<file path="config.mk">
export PLATFORM = sky130hd
export DESIGN_NAME = phosphor_trail_gen
export DESIGN_NICKNAME = d
export VERILOG_FILES = /design/src/rtl/phosphor_trail_gen.sv
export SDC_FILE = /design/constraint.sdc
export NUM_CORES = 1
export LEC_CHECK = 0
export ABC_AREA = 1
export CORE_ASPECT_RATIO = 1.4
export CORE_MARGIN = 5
export CORE_UTILIZATION = 30
export CTS_CLUSTER_DIAMETER = 80
export CTS_CLUSTER_SIZE = 10
export DETAILED_ROUTE_END_ITERATION = 8
export GPL_TIMING_DRIVEN = 0
export PLACE_DENSITY = 0.56
export SYNTH_ARGS = -nofsm -noshare
export SYNTH_HDL_FRONTEND = slang
export SYNTH_SLANG_ARGS = --single-unit
</file>
<file path="constraint.sdc">
create_clock -name clk -period 2.3 [get_ports clk]
set_input_delay 0.46 -clock clk [delete_from_list [all_inputs] [get_ports clk]]
set_output_delay 0.46 -clock clk [all_outputs]
set_load 0.02 [all_outputs]
</file>
<file path="src/rtl/phosphor_trail_gen.sv">
// phosphor_trail_gen: VGA pixel-colour generator that draws a moving line
// pattern with a fading phosphor trail. Each pixel's age is the difference
// between the animation counter and a per-pixel key derived from (hpos, vpos).
// Output is a registered 2-bit RGB suitable for the Tiny VGA Pmod.
//
// Handshake note: there is no valid/ready flow here. Pixel coordinates are
// accepted every clock; r/g/b reflect the coordinates presented two clocks
// earlier. vsync is a level whose rising edge is the frame tick.
module phosphor_trail_gen #(
   parameter int CW       = 9,
   parameter int N_LAG    = 15,
   parameter int AGE_HI   = 3,
   parameter int AGE_MID  = 7,
   parameter int H_ACTIVE = 512,
   parameter int V_ACTIVE = 480
) (
   input  logic          clk,
   input  logic          reset,
   input  logic [9:0]    hpos,
   input  logic [9:0]    vpos,
   input  logic          vsync,
   input  logic [1:0]    mode,
   input  logic [1:0]    speed,
   input  logic          pause,
   input  logic          step,
   output logic [1:0]    r,
   output logic [1:0]    g,
   output logic [1:0]    b,
   output logic [CW-1:0] frame_no
);

   localparam logic [10:0] H_LIM    = 11'(H_ACTIVE);
   localparam logic [10:0] V_LIM    = 11'(V_ACTIVE);
   localparam logic [CW:0] LAG_LIM  = (CW+1)'(N_LAG);
   localparam logic [CW:0] HI_LIM   = (CW+1)'(AGE_HI);
   localparam logic [CW:0] MID_LIM  = (CW+1)'(AGE_MID);

   logic          prev_vsync;
   logic          tick;
   logic [2:0]    div;
   logic [2:0]    div_lim;
   logic [1:0]    mode_q;
   logic          step_pend;

   logic [CW-1:0] key_c;
   logic [CW-1:0] key_q;
   logic          win_q;

   logic [CW-1:0] age;
   logic [CW:0]   age_w;
   logic          drawn;
   logic [1:0]    inten;

   assign tick = vsync & ~prev_vsync;

   // Divider terminal count: 2^speed - 1 frame ticks between advances.
   always_comb begin
      div_lim = 3'd0;
      case (speed)
         2'd0: div_lim = 3'd0;
         2'd1: div_lim = 3'd1;
         2'd2: div_lim = 3'd3;
         2'd3: div_lim = 3'd7;
         default: div_lim = 3'd0;
      endcase
   end

   // Frame tick tracking, mode latch, divider, pause/step and frame counter.
   always_ff @(posedge clk or posedge reset) begin
      if (reset) begin
         prev_vsync <= 1'b1;
         div        <= 3'd0;
         mode_q     <= 2'b00;
         step_pend  <= 1'b0;
         frame_no   <= '0;
      end else begin
         prev_vsync <= vsync;
         if (tick) begin
            mode_q <= mode;
            if (!pause) begin
               if (div >= div_lim) begin
                  div      <= 3'd0;
                  frame_no <= frame_no + 1'b1;
               end else begin
                  div <= div + 3'd1;
               end
            end else if (step_pend) begin
               // Single-step bypasses the divider entirely.
               div      <= 3'd0;
               frame_no <= frame_no + 1'b1;
            end
         end
         // A step coinciding with the consuming tick is kept for the next one.
         if (!pause)
            step_pend <= 1'b0;
         else if (step)
            step_pend <= 1'b1;
         else if (tick)
            step_pend <= 1'b0;
      end
   end

   // Per-pixel key selected by the frame-stable pattern mode.
   always_comb begin
      key_c = '0;
      case (mode_q)
         2'b00: key_c = hpos[CW-1:0] ^ vpos[CW-1:0];
         2'b01: key_c = hpos[CW-1:0] + vpos[CW-1:0];
         2'b10: key_c = hpos[CW-1:0] - vpos[CW-1:0];
         2'b11: key_c = hpos[CW-1:0];
         default: key_c = '0;
      endcase
   end

   // Stage 1: register key and active-window flag.
   always_ff @(posedge clk or posedge reset) begin
      if (reset) begin
         key_q <= '0;
         win_q <= 1'b0;
      end else begin
         key_q <= key_c;
         win_q <= ({1'b0, hpos} < H_LIM) & ({1'b0, vpos} < V_LIM);
      end
   end

   // Age is a single modular subtraction; intensity steps down with age.
   always_comb begin
      age   = frame_no - key_q;
      age_w = {1'b0, age};
      drawn = win_q & (age_w < LAG_LIM);
      if (age_w < HI_LIM)
         inten = 2'd3;
      else if (age_w < MID_LIM)
         inten = 2'd2;
      else
         inten = 2'd1;
   end

   // Stage 2: registered colour; head is cyan, trail is yellow.
   always_ff @(posedge clk or posedge reset) begin
      if (reset) begin
         r <= 2'd0;
         g <= 2'd0;
         b <= 2'd0;
      end else if (!drawn) begin
         r <= 2'd0;
         g <= 2'd0;
         b <= 2'd0;
      end else if (age == '0) begin
         r <= 2'd0;
         g <= inten;
         b <= inten;
      end else begin
         r <= inten;
         g <= inten;
         b <= 2'd0;
      end
   end

endmodule
</file>
[Word-level counts from Yosys, hierarchy flattened]
Index checks and enable logic that the tools add are counted.
Storage, ports and cells
  flip-flop bits (word level): 32
Cells by class
  muxes and demuxes: 18
  equal/unequal tests: 8
  bitwise gates (word level): 5
  reductions and logical operators: 6
  $lt $le $gt $ge: 6
  add/subtract/negate cells: 5
Operator list (number)
  $pmux 9 s4: 1
  $mux 9: 3
  $sub 9x9->9: 2
  $mux 2: 7
  $pmux 3 s4: 1
  $lt 10x10->1 const B: 1
  $lt 10x9->1 const B: 1
  $add 9x1->9 const B: 1
  $add 9x9->9: 1
  $logic_not 9->1: 1
  $lt 9x2->1 const B: 1
  $lt 9x3->1 const B: 1
  $lt 9x4->1 const B: 1
  $mux 3: 3
  $xor 9x9->9: 1
  $eq 2x2->1 const B: 4
  $eq 2x1->1 const B: 2
  $logic_not 2->1: 2
  $add 3x1->3 const B: 1
  $and 1x1->1: 3
  $ge 3x3->1: 1
  $mux 1: 3
  $ne 3x1->1 const B: 1
  $reduce_and 3->1: 1
  4 further kinds: 4

[Longest topological paths before layout]
  depth after elaboration: 6
  depth in mapped cells: 16
  depth with buffers taken out: 16

[Least setup slack after synthesis]
OpenSTA, ideal clock, no wires.
  path type: input port to flip-flop
  start: in vpos[1]
  end: reg key_q[5]
  setup time: 121 ps
  arrival time: 2073 ps
  slack: 106 ps
  cell stages on the path: 12
  cell sequence: inv_1 -> ha_1 -> nand2_1 -> o21ai_0 -> xnor2_1 -> inv_1 -> ha_1 -> a21oi_1 -> o21ai_0 -> or2_2 -> nand3_1 -> nand2_1
Between the ends
  cells in the longest elaborated chain, start to end: 2
Ends and longest elaborated chain
  from (decl): RTL line 20  | input logic [9:0] vpos,
  $sub 9x9->9 / $add 9x9->9 (equally long branches): RTL line 109, 108
  $pmux 9 s4 (*): RTL line 106  | case (mode_q)
  via key_c[5]: RTL line 45  | logic [CW-1:0] key_c;
  to (signal assigned): RTL line 121  | key_q <= key_c;
  to (decl): RTL line 46  | logic [CW-1:0] key_q;
The timed path passes the listed nets; every way through them passes the cells marked *.
A chain may end at the register's enable or synchronous reset.

[Worst setup path after layout]
  start: in speed[1]
  end: reg frame_no[6]
Between the ends
  cells in the longest elaborated chain, start to end: 5
Ends and longest elaborated chain
  from (decl): RTL line 23  | input logic [1:0] speed,
  $eq 2x2->1 (tied with other cells): RTL line 59  | case (speed)
  $pmux 3 s4 (*): RTL line 59
  $ge 3x3->1 (*): RTL line 81  | if (div >= div_lim) begin
  $reduce_bool 2->1 (no line) (*)
  $reduce_and 3->1 (no line) (*)
  to (signal assigned): RTL line 83  | frame_no <= frame_no + 1'b1;
  to (signal assigned): RTL line 90  | frame_no <= frame_no + 1'b1;
  to (decl): RTL line 29  | output logic [CW-1:0] frame_no
Every way passes the cells marked *; elsewhere a longest branch is shown, timed or not.

==> results.md <==
* Status: completed
* Hpwl dp at 5.005 mm
* Final hold vios at 0
* Residual DRC at 0
* Critical Path Fanout Max at 6
* Largest net degree at the start of global routing at 33
* Routed Antenna Nets at 0
* Antenna diodes at 0
* Final WL at 6.057 mm
* Ys async rst share at 100.0%
* Core area at 0.008658 mm2
* Worst-Skew Late Latency at 0.28 ns
* Largest stage delay, worst path at 0.43 ns
* LEAKAGE at 1.841 nW
* RSZ-0062 raised after global routing: no
* Nets@finish at approximately 480
* Synth cell count leaders: nand2_1 (85), inv_1 (73), dfrtp_1 (31), nor2_1 (31), ha_1 (25)
* Max Slew Vio Count at 0
* IO Port Bufs at 43
* Num CTS Buffers at 5
* Post-synth top area share at 29.00%
* Routed vias at 2431
* Worst hold-check path type: primary input to asynchronous set/reset pin
* Worst path cell trace: clkdlybuf4s50_1, or2_2, ha_1, nand3_1, nand4_1, nand2_2, mux2_2
* WP data required at about 2.5 ns
* M1 GR Usage at 12.25%
* DR pass1 iterations at 4
* Area Overhead vs Synth at 31.76%
* Slew @ Worst Pin at around 0.64 ns
* Cell Rows at 40
* Layout cells sized above 1 at between 10% and 20%
* Yosys warnings at 0
* Max Clk Rate at 0.4600 GHz
* Iter 0 DRT Violations at 46
* Critical Path End Type: flop
* Fin crit share at 94.52%
* R2R setup slack at 0.16 ns
* # Max-Cap Violations at 0
* Initial core utilization at 30.90%
* H-tree Lvls at 2
* Count of cell types in the netlist at 33
* Die height at 121.7 um
* Vias per std cell at 4.552
* Slowest CP cell: clkdlybuf4s50_1
* Vias in the first global route at 2450
* Top cells by area, synth: dfrtp_1 (29%), nand2_1 (12%), ha_1 (12%)
* Final instance area at 0.003525 mm2
* Most numerous cell in the Yosys netlist: nand2_1
* Stages on the worst setup path at 7
* Multi-input gate area at 0.001667 mm2
* Design Power at ~0.0037 W
* Global route hottest layer: met2
* First-pass GRT wire length at between 10 and 15 mm
* Placed Instance Area at around 0.0032 mm2
* VDD IR max at 0.0007037 V
* Total gr overflow at 0
* Register area share after synthesis at 29.98%
* Ys flop type: dfrtp_1
* Syn avg cell area at 7.134 um2
* # fillers at 893
* CP arrival at 2.33 ns
* Power per Cell Area at 1038 mW/mm2
* Register area at 802.0 um2
* Crit path from: speed[1]
* Setup violators final at 0
* Tmin final at 2.174 ns
* Synth area leader: dfrtp_1
* Worst Path Buf+Inv at 1
* Crit path to: frame_no[6]$_DFFE_PP0P_
* Total track usage at 11.44%
* RR Startpoint: mode_q[0]$_DFFE_PP0P_
* Syn Nets at 431
* Die Area at roughly 0.011 mm2
* Startpoint types: primary input
* #FFs+latches synth at 32
* Initial antenna violation count at 0
* Clock slew at reported path FFs at 0.05 ns
* Kind of cell adding the most delay to the critical path: simple AND/OR/NAND/NOR gates
* Worst slew margin at 57.14%
* R2R depth at 12
* Grt met3 use at 2.471%
* Number of flops mapped to enable cells by yosys at 0
* Routability Congestion at 0.8519
* Sink Count at 32
* Die Wd at 89.81 um
* Syn Inst Count at 375
* DR WL/cell at 11.34 um
* Clock Tree Root: clkbuf_16
* Synth Cell Area at 0.002675 mm2
* Clk_skew at approximately 0.0043 ns
* Ports at between 40 and 50
* Longest Clk Path Bufs at 2
* CTS tree: yes
* Met2 Use GR at 22.12%
* Worst reg2reg endpoint: key_q[5]$_DFF_PP0_
* Critical path type: primary input to flop
==> repair_timing <==
item / CTS / global route
hold buffers: 0 / 0
gates resized for setup: 15 / 19
endpoints found under the hold margin: 0 / 0
pin swaps: 1 / 4
buffers inserted: 0 / 2
setup endpoints to repair: 7 / 14
==> power by group <==
part | total, W | internal, W | switching, W
combinational | 0.00211 | 0.000859 | 0.00125
clock | 0.000741 | 0.000508 | 0.000233
sequential | 0.000808 | 0.000690 | 0.000117
==> area by class of cell <==
| class | instances | share of cell area, % |
|---|---|---|
| Multi-Input combinational cell | 266 | 47.28 |
| Sequential cell | 32 | 22.75 |
| Buffer | 1 | 0.1420 |
| Tap cell | 105 | 3.727 |
| Inverter | 76 | 8.094 |
| Clock buffer | 5 | 3.550 |
| Clock inverter | 3 | 1.207 |
| Timing Repair Buffer | 46 | 13.24 |
==> per-stage QoR <==
stage	setup WS (ns)	instances	util (%)	TNS [ns]	hold WS, ns
after global routing	0.002605	534	40.71	0	0.5417
after floorplan	0.1061	375	-	0	0.4645
after CTS	0.0009424	531	39.68	0	0.5233
after global placement	-0.6096	523	37.38	-4.013	0.5008
after detailed placement	-0.6422	523	37.38	-4.468	0.5090
final	0.1259	534	40.71	0	0.5002
==> cell usage in the layout, fill, tap and decap left out, drive strengths merged, types with 2 or more instances in the layout <==
cell	n
buf	4
clkbuf	7
nand2	96
dfrtp	31
nand3	24
ha	25
nand3b	5
clkinv	2
dlymetal6s2s	2
nand4	3
mux2	2
inv	75
xor2	13
fa	2
nor2	34
or2	4
xnor2	6
nor3	7
a21oi	14
o221ai	2
clkdlybuf4s50	38
o21ai	23
==> worst min path at each step <==
stage                     startpoint               endpoint  cells past startpoint
2_1_floorplan                  vsync   prev_vsync$_DFF_PP1_                      0
3_3_place_gp   step_pend$_DFFE_PP0P_  step_pend$_DFFE_PP0P_                      2
6_report                       reset  step_pend$_DFFE_PP0P_                      2
4_1_cts        step_pend$_DFFE_PP0P_  step_pend$_DFFE_PP0P_                      2
3_5_place_dp   step_pend$_DFFE_PP0P_  step_pend$_DFFE_PP0P_                      2
5_1_grt                        reset  step_pend$_DFFE_PP0P_                      2
==> layer usage <==
| metal | up-vias | wire (um) | part of all wire [%] |
|---|---|---|---|
| met1 | 1094 | 2371 | 39 |
| li1 | 1285 | - | - |
| met3 | 9 | 220 | 3.6 |
| met4 | 0 | 115 | 1.9 |
| met5 | - | 0 | 0 |
| met2 | 43 | 3350 | 55 |
==> worst reg2reg max path, stage by stage (launching register included) <==
cell	delay (ns)
dfrtp_1	0.38
inv_1	0.14
ha_4	0.20
nor2_1	0.06
a22oi_1	0.14
ha_1	0.30
a21oi_1	0.14
nand2_1	0.09
nand2_2	0.09
o21ai_0	0.09
or2_2	0.28
nand3_1	0.07
nand2_1	0.05
==> kinds of logic (layout without fill, tap and decap cells) <==
logic type               after synthesis  count (layout)  synth area share, %
AO/OA/AOI/OAI                         44              44                9.168
flip-flops                            32              32                29.98
multiplexers                           2               2               0.8418
AND/OR/NAND/NOR                      174             174                29.75
XOR/XNOR                              19              19                6.221
buffers and inverters                 77             131                10.85
adder cells (fa/ha/maj)               27              27                13.19
==> flip-flops by register name (all words and copies together), names as in the netlist <==
name,cells
g,2
prev_vsync,1
frame_no,9
key_q,9
mode_q,2
r,2
step_pend,1
div,3
win_q,1
b,2
No activity file was read; power rests on OpenSTA's default activity.
